File: config.mk
export PLATFORM = sky130hd
export DESIGN_NAME = cacheline_adaptor
export DESIGN_NICKNAME = d
export VERILOG_FILES = /design/src/rtl/cacheline_adaptor_pkg.sv /design/src/rtl/cacheline_adaptor.sv
export SDC_FILE = /design/constraint.sdc
export NUM_CORES = 1
export LEC_CHECK = 0
export ABC_CLOCK_PERIOD_IN_PS = 2700
export CORE_ASPECT_RATIO = 0.5
export CORE_MARGIN = 8
export CORE_UTILIZATION = 40
export CTS_CLUSTER_DIAMETER = 100
export CTS_CLUSTER_SIZE = 10
export DETAILED_ROUTE_END_ITERATION = 8
export PLACE_DENSITY = 0.74
export RECOVER_POWER = 25
export SLEW_MARGIN = 20
export SYNTH_ARGS = -nofsm -noshare
export SYNTH_HDL_FRONTEND = slang
export SYNTH_SLANG_ARGS = --single-unit
File: constraint.sdc
create_clock -name clk -period 2.7 [get_ports clk]
set_input_delay 0.675 -clock clk [delete_from_list [all_inputs] [get_ports clk]]
set_output_delay 0.675 -clock clk [all_outputs]
set_load 0.05 [all_outputs]
File: src/rtl/cacheline_adaptor_pkg.sv
// Shared types and default widths for the cache line adaptor.
// Provides the adaptor FSM state type used by cacheline_adaptor.
package cache_types;

    localparam int unsigned DEFAULT_LINE_W = 256;
    localparam int unsigned DEFAULT_BEAT_W = 64;
    localparam int unsigned DEFAULT_ADDR_W = 32;

    typedef enum logic [1:0] {
        IDLE = 2'd0,
        RD   = 2'd1,
        WR   = 2'd2,
        DONE = 2'd3
    } adaptor_state_t;

endpackage

File: src/rtl/cacheline_adaptor.sv
// Bridges a single-transfer 256-bit cache line port to a 64-bit, 4-beat burst memory port.
// Optional watchdog: define LINE_ADAPTOR_TIMEOUT_EN to abort stalled bursts after TIMEOUT_CYC cycles.
module cacheline_adaptor
    import cache_types::*;
#(
    parameter int unsigned LINE_W      = DEFAULT_LINE_W,
    parameter int unsigned BEAT_W      = DEFAULT_BEAT_W,
    parameter int unsigned ADDR_W      = DEFAULT_ADDR_W,
    parameter int unsigned TIMEOUT_CYC = 1024
) (
    input  logic              clk,
    input  logic              rst_n,
    input  logic [LINE_W-1:0] line_i,
    output logic [LINE_W-1:0] line_o,
    input  logic [ADDR_W-1:0] address_i,
    input  logic              read_i,
    input  logic              write_i,
    output logic              resp_o,
    input  logic [BEAT_W-1:0] burst_i,
    output logic [BEAT_W-1:0] burst_o,
    output logic [ADDR_W-1:0] address_o,
    output logic              read_o,
    output logic              write_o,
    input  logic              resp_i,
    output logic              timeout_o
);

    localparam int unsigned BEATS = LINE_W / BEAT_W;

    adaptor_state_t    state;
    logic [1:0]        beat;
    logic [LINE_W-1:0] wr_line;
    logic [ADDR_W-1:0] addr_q;
    logic              busy;
    logic              last_beat;
    logic              timeout_hit;
    logic              unused_bits;

    assign busy      = (state == RD) || (state == WR);
    assign last_beat = (beat == 2'(BEATS - 1));

    // Outputs decode straight from state so an async reset drops read_o/write_o immediately.
    assign read_o    = (state == RD);
    assign write_o   = (state == WR);
    assign resp_o    = (state == DONE);
    assign address_o = addr_q;
    assign burst_o   = wr_line[beat*BEAT_W +: BEAT_W];

    assign unused_bits = ^{address_i[4:0], (TIMEOUT_CYC == 0)};

`ifdef LINE_ADAPTOR_TIMEOUT_EN
    localparam int unsigned TMO_W = $clog2(TIMEOUT_CYC + 1);

    logic [TMO_W-1:0] wd_cnt;
    logic             timeout_q;

    assign timeout_hit = busy && !resp_i && (wd_cnt == TMO_W'(TIMEOUT_CYC - 1));
    assign timeout_o   = timeout_q;

    // Counts stalled cycles only; any accepted beat restarts the window.
    always_ff @(posedge clk or negedge rst_n) begin
        if (!rst_n) begin
            wd_cnt    <= '0;
            timeout_q <= 1'b0;
        end else begin
            if (busy && !resp_i && !timeout_hit)
                wd_cnt <= wd_cnt + TMO_W'(1);
            else
                wd_cnt <= '0;
            if (timeout_hit)
                timeout_q <= 1'b1;
        end
    end
`else
    assign timeout_hit = 1'b0;
    assign timeout_o   = 1'b0;
`endif

    always_ff @(posedge clk or negedge rst_n) begin
        if (!rst_n) begin
            state   <= IDLE;
            beat    <= '0;
            wr_line <= '0;
            addr_q  <= '0;
            line_o  <= '0;
        end else begin
            case (state)
                IDLE: begin
                    beat <= '0;
                    if (write_i) begin
                        wr_line <= line_i;
                        addr_q  <= {address_i[ADDR_W-1:5], 5'b0};
                        state   <= WR;
                    end else if (read_i) begin
                        addr_q  <= {address_i[ADDR_W-1:5], 5'b0};
                        state   <= RD;
                    end
                end
                RD, WR: begin
                    if (resp_i) begin
                        if (state == RD)
                            line_o[beat*BEAT_W +: BEAT_W] <= burst_i;
                        beat <= last_beat ? 2'd0 : beat + 2'd1;
                        if (last_beat)
                            state <= DONE;
                    end else if (timeout_hit) begin
                        beat  <= '0;
                        state <= DONE;
                    end
                end
                DONE: begin
                    state <= IDLE;
                end
                default: begin
                    state <= IDLE;
                end
            endcase
        end
    end

endmodule

After elaboration in Yosys (flattened, before gate mapping)
Index checks and enable logic that the tools add are counted.
- register bits: 548
- output and inout bits: 356
- word-level logic and storage cells: 37
- bits of input ports: 357
- equal/unequal tests: 7
- shift-type cells: 3
- muxes and demuxes: 11
- reduce and logical (&&, ||, !) cells: 9
- add/subtract/negate cells: 2
- operators by type and width (cell ; count):
    $bwmux W256 ; 1
    $shift A64 B34 Y256 const A ; 1
    $shiftx A256 B9 Y64 ; 1
    $shiftx A64 B34 Y256 ; 1
    $mux W32 ; 2
    $neg A8 Y34 ; 1
    $mux W2 ; 6
    $eq A2 B2 Y1 const B ; 3
    $pmux W2 S3 ; 1
    $reduce_and A2 Y1 ; 3
    $reduce_and A3 Y1 ; 2
    $ne A2 B2 Y1 const B ; 2
    $pmux W2 S2 ; 1
    $reduce_bool A2 Y1 ; 2
    $ne A3 B3 Y1 const B ; 1
    $add A2 B1 Y2 const B ; 1
    $eq A2 B1 Y1 const B ; 1
    $logic_not A2 Y1 ; 1
    $reduce_or A2 Y1 ; 1

Depth between registers and ports, before layout
- word-level depth: 4
- depth in mapped cells: 10
- gate-level depth less buffers: 5

Worst setup path before layout
OpenSTA, ideal clock, no wires.
- kind: reg2reg
- start: register beat[0]
- end: register line_o[132]
- setup time: 0.067 ns
- setup slack: 0.215 ns
- data arrival time: 2.418 ns
- period minus slack after synthesis: 2.485 ns
- path buffers: 4
- data required time: 2.633 ns
- stages on the path, launching flop included: 10
- cell sequence: dfrtp_1 -> buf_2 -> buf_2 -> buf_4 -> inv_1 -> ha_1 -> nand2b_1 -> nor4_4 -> buf_6 -> a22o_1
- word-level cells in the longest chain between the ends: 3
- elaborated cells on any way between the ends: 4
- those cells by class: 1 x add/sub; 2 x shift; 1 x mux
- ends and longest elaborated chain (element ; line ; source):
    start: declaration ; cacheline_adaptor.sv:31 ; logic [1:0] beat;
    start signal: assignment ; cacheline_adaptor.sv:103 ; beat <= last_beat ? 2'd0 : beat + 2'd1;
    $neg A8 Y34 (*) ; cacheline_adaptor.sv:102 ; line_o[beat*BEAT_W +: BEAT_W] <= burst_i;
    $shiftx A64 B34 Y256 or $shift A64 B34 Y256 (tied branches) ; cacheline_adaptor.sv:102 ;
    $bwmux W256 (*) ; cacheline_adaptor.sv:102 ;
    end signal: indexed assignment ; cacheline_adaptor.sv:102 ;
    end: declaration ; cacheline_adaptor.sv:14 ; output logic [LINE_W-1:0] line_o,
Every way passes the cells marked *; elsewhere a longest branch is shown, timed or not.
A chain may end at the register's enable or synchronous reset.

Worst setup path in the final report
- start: register beat[0]
- end: output burst_o[5]
- word-level cells in the longest chain between the ends: 1
- ends and longest elaborated chain (element ; line ; source):
    $shiftx A256 B9 Y64 ; cacheline_adaptor.sv:47 ; assign burst_o = wr_line[beat*BEAT_W +: BEAT_W];
    end: declaration ; cacheline_adaptor.sv:20 ; output logic [BEAT_W-1:0] burst_o,
No other way between the ends.

==> implementation parameters <==
Parameter                              Value

Setup path
  Critical Path Source Type    flop
  Critical path class    reg2out
  Stages on worst setup path    4
  Kind of capture point of the worst setup path    primary output
  Slowest cell on the critical path    mux4_2
  Worst flop-to-flop path startpoint    beat[0]
  WP data arrival    2.15 ns
  Maximum fanout along the worst path    8
  Worst setup path startpoint    beat[0]
  Critical path cell sequence    buf_12, buf_12, mux4_2, buf_6
  Cell repeated most along the worst path    buf_12
  Setup slack on the worst flop-to-flop path    0.18 ns
  Number of buffer and inverter instances along the worst setup path    3
  Gate family responsible for the most delay along the worst path    multiplexers
  Critical path data required time    2.03 ns
  Critical Path End    burst_o[5]
  FF-to-FF End    line_o[239]
  Delay of the slowest cell on the worst path    0.56 ns
  Count of cells along the worst register-to-register path    9

Global routing
  Number of global-route vias before repair    ~16000
  Pin count of the biggest net entering global routing    86
  Residual overflow from global routing    0
  Antenna violations before repair    17
  Global routing usage summed across all routing layers    23.8%
  Global-route wire length before repair    111 mm

Detailed routing
  Violation count after the first detailed-route iteration    1060
  Aggregate routed wire length    around 76 mm
  Number of vias per cell    5.41
  Detail Route Antenna Nets    0
  Final routed wire length divided by cell count    around 27 um
  First drt pass iteration count    5
  DRC violations left    0
  Via Count    15000

Yosys
  Count of unique library cells instantiated by Yosys    28
  Most used flip-flop cell after synthesis    dfrtp_1
  Post-synth EDFFs    0
  Top cell types by occurrence after synthesis    dfrtp_1, mux2_2, a22o_1, mux4_2, buf_2
  Area leader, netlist    dfrtp_1
  Synthesis warning total    0
  Leading cell type by number of instances after synthesis    dfrtp_1
  Fraction of post-synthesis cell area in the top cell type by area    63.6%
  Sequential element share of the synthesized area    63.6%
  Avg Cell Area, Syn    16.5 um^2
  Total of flip-flops plus latches after synthesis    about 540
  Top cells by area, synth    dfrtp_1, mux2_2, a22o_1
  Instance count of the mapped netlist    1295
  Combined area of all synthesized cells    0.0214 mm^2
  Fraction of registers with async set/reset    100%

Placed design
  IO Port Bufs    701
  Post-DP HPWL    55.4 mm
  Post-placement cell area    just under 0.03 mm^2
  Final weighted congestion of routability-driven global placement    around 0.9

Cells and area
  Core occupancy in the finished layout    around three fifths
  Signed area change from the synthesized netlist to the final layout    47.5%
  Total Nets Final    roughly 2400
  Fraction of final layout cells with drive strength greater than 1    27.6%
  Post-route design area    between 0.03 and 0.04 mm^2

Timing
  # setup viols final    60
  Max frequency    between 300 and 400 MHz
  Final Hold Fails    0
  Share of the clock period used by the worst path after layout    105%
  Final max-slew violation count    0
  Transition time of the tightest slew-check pin    1.22 ns
  Final critical-path required period    2.82 ns
  Worst Setup Slack, final    -0.122 ns
  Post-Route Setup TNS    -4.23 ns
  Setup repair after global routing missed its margin    yes
  Final Skew    0.0226 ns
  Relative max-transition margin    18.6%

Clocking
  Inserted Clock Buffers    60
  Root Driver    clkbuf_16
  Register clock-pin slew on the reported worst setup and hold paths    0.07 ns
  Clock tree from TritonCTS    built
  Clk_lat worst skew    around 0.63 ns
  Buffers from clock root to sink, at most    3
  H-tree depth reported by CTS    2
  Number of sinks handled by clock tree synthesis    543

Hold path
  Min-Delay Path Class    reg2reg

Outcome
  Result of the run    complete, but fails checks
  Failing checks    negative setup slack

Power and ir drop
  Max rail drop VDD    0.526 mV
  Sw Pwr    15100 uW
  Sequential share of power    between 30% and 40%
  Clock group share of total power    18.7%
  Combinational fraction of design power    48.2%
  Leak Pwr    around 0.014 uW
  Internal power consumption    22900 uW
  Power density over cell area    1210 mW/mm^2
  Switching fraction of total power    between 30% and 40%

Flow run
  Number of violations of the max-capacitance limit    0

Floorplanning
  Horizontal extent of the die    approximately 340 um
  Core area    approximately 0.053 mm^2
  Vert. Die Dim    179 um
  Number of top-level pins    713
  Placement row count    60
  Initial cell density of the core    between 40% and 50%
  Full die area    0.0615 mm^2
[power groups by stage]
stage / Sequential (uW) / Combinational [uW] / Clock (uW)
3_3_place_gp: 12600 / 16900 / 0
6_report: 12600 / 18300 / 7120
2_1_floorplan: 14500 / 9130 / 0
3_5_place_dp: 12700 / 17100 / 0
5_1_grt: 12900 / 19000 / 7620
4_1_cts: 12500 / 18300 / 7310
[cell families (layout without fill, tap and decap cells)]
family                     Yosys count  after routing  synth area share (%)
adders and majority gates           10             10                 0.585
buffers and inverters              109            852                  2.62
DFF                                543            543                  63.6
and+or+nand+nor                     21             21                 0.708
AOI/OAI and AO/OA                  261            261                  10.7
other                                1             22                0.0175
muxes                              350            350                  21.8
[area by class of cell]
type                    instances  area (um^2)
diodes                         16         40.0
repair buffers                780         8090
clock inverters                 4         85.1
flip-flops and latches        543        13600
clock buffers                  62         1510
inverters                       6         22.5
fillers                      4159        21800
well taps                     713          892
multi-input cells             648         7280
[worst register-to-register path, delay by kind of cell, from the launching register on]
| family | cells | cell delay (ns) |
|---|---|---|
| buffers and inverters | 6 | 0.94 |
| flip-flops | 1 | 0.51 |
| AND/OR/NAND/NOR | 1 | 0.43 |
| adder cells (fa/ha/maj) | 1 | 0.34 |
| AO/OA/AOI/OAI | 1 | 0.22 |
[cell usage in the layout (no fill, tap or decap), types with 3 or more instances in the layout]
master / synthesis / layout
buf_8: 0 / 12
nand2b_1: 3 / 3
clkbuf_16: 0 / 61
buf_6: 6 / 62
buf_16: 0 / 3
nand3_2: 1 / 4
clkbuf_1: 31 / 9
clkdlybuf4s50_1: 0 / 632
mux4_2: 64 / 64
dfrtp_1: 543 / 541
inv_1: 6 / 6
buf_12: 0 / 23
a22o_1: 256 / 256
mux2_2: 285 / 285
clkbuf_2: 0 / 6
conb_1: 1 / 6
nand2_1: 5 / 4
buf_4: 13 / 28
diode_2: 0 / 16
ha_1: 10 / 10
[state kept, by name (all words and copies together), names as in the netlist]
register and cells:
state 2, wr_line 256, address_o 27, beat 2, line_o 256
[through the flow]
step	hold slack [ns]	power, uW	setup WS, ns	std cells
after floorplan	0.379	23700	0.215	1300
after global placement	0.481	29500	0.237	2672
after detailed placement	0.487	29800	0.185	2672
after CTS	0.501	38100	-0.178	2749
after global routing	0.511	39500	-0.206	2772
final	0.501	38000	-0.122	2772
[repair_timing]
action	in CTS	in global routing
setup endpoints to repair	66	65
buffers inserted	7	6
cloned	3	1
hold buffers	1	0
gates resized for setup	76	12
endpoints found under the hold margin	24	0
[per-layer routing]
layer | wire length [um] | global-route usage, %
met1 | 28500 | 29.3
met4 | 2640 | 9.02
met5 | 0 | 0
met2 | 40500 | 42.1
met3 | 3910 | 4.03
[worst min path at each step]
stage / endpoint / from / depth (start not counted)
global route: wr_line[128] / wr_line[128] / 1
detailed placement: wr_line[141] / wr_line[141] / 1
finish: wr_line[163] / wr_line[163] / 1
CTS: wr_line[141] / wr_line[141] / 1
global placement: wr_line[237] / wr_line[237] / 1
floorplan: address_o[10] / rst_n / 0
(Power assumes the default switching activity.)
==> RTL edit (same settings) <==
`DEFAULT_BEAT_W`: 64 -> 68.
--- a/src/rtl/cacheline_adaptor_pkg.sv
+++ b/src/rtl/cacheline_adaptor_pkg.sv
@@ -3,7 +3,7 @@
 package cache_types;
 
     localparam int unsigned DEFAULT_LINE_W = 256;
-    localparam int unsigned DEFAULT_BEAT_W = 64;
+    localparam int unsigned DEFAULT_BEAT_W = 68;
     localparam int unsigned DEFAULT_ADDR_W = 32;
 
     typedef enum logic [1:0] {
Ports: changed (resized burst_i and burst_o); port bits go from 713 to 721. No check against the original RTL was run, so the function may have changed too.
==> RTL edit against the unedited design <==
- the run ends with capacitance limit, slew limit, setup timing left
- worst setup slack worse by 0.086 ns
- fmax decreased by 3.0%
- largest cell class unchanged
- non-clock buffer count is 59 higher
- sequential cell count stayed put
- clock skew fell by 0.0060 ns
- critical path depth is 1 higher
- synthesized area is 12% higher
- core utilization increased by 0.18 points
- first-iteration DRC count rose by 45%
- total power grew 25%
- clock power hardly changed
- final area increased by 12%
- critical endpoint is now burst_o[10]
- worst hold slack lost 0.049 ns
- wire length rose by 27%
==> RTL edit: results (changes against the unedited design) <==
Final Setup Violations=66 (+10%); status=finished with violations; Tot GR Track Use=0.2663 (+0.02788); Place WS=-0.04845 ns (-0.2338 ns); layout cell share with drive strength beyond 1=0.2710 (-0.005087); Routed met2 length=49770 um (+23%); failing checks=capacitance limit, slew limit, setup timing; Synth Area in Adders=0.005728 (-0.0001262); final WL=95750 um (+27%); routability-driven placement congestion ratio=0.9294 (+3.2%); reg2reg path depth=8 (-1); Critical R2R Capture=line_o[84]$_DFFE_PN0P_; M1 GR Usage=0.3233 (+0.03067); Worst Tran Pin Value=1.561 ns (+0.3408 ns); complex-gate fraction of the synthesized area=0.08915 (-0.01769); fin. max-slew vios=50 (+50); initial antenna violation count=25 (+8); I/O Buffers=709 (+1.1%); Cell variety after synth=69 (+150%); final worst slack=-0.2082 ns (-0.08644 ns); Worst EP arrival=2.23 ns (+0.08 ns); placed cell areas=32520 um2 (+11%); Nets=2969 (+23%); placed insts=3307 (+24%); Post-Layout Cell Count=3433 (+24%); setup TNS=-6.133 ns (-1.900 ns); first-pass GRT wire length=137200 um (+24%); Max Cap Viol=1 (+1)
RTL edit: layout make-up:
type	instances	area (um2)
clock inverters	1	8.758
clock buffers	62	1530
well taps	812	1016
flip-flops and latches	543	13600
fillers	4749	24110
repair buffers	839	8869
inverters	10	45.04
multi-input cells	1143	10040
diodes	23	57.56
RTL edit: critical path: stages, from the launching register on:
cell and delay (ns):
dfrtp_4 0.53, buf_8 0.16, buf_16 0.15, buf_4 0.14, mux4_2 0.47, buf_6 0.18
RTL edit: timing repair:
action                                 CTS  global route
setup endpoints to repair               68            81
hold buffers                             0             0
endpoints found under the hold margin    0             0
setup buffers                           25            10
pin swaps                                1             8
resized for setup                       91            68
cloned                                   4             4
RTL edit: power breakdown:
part	switching, mW	internal (mW)	total, mW
clock network	3.19	3.93	7.12
logic	15.8	11.3	27.1
registers	1.92	11.3	13.3
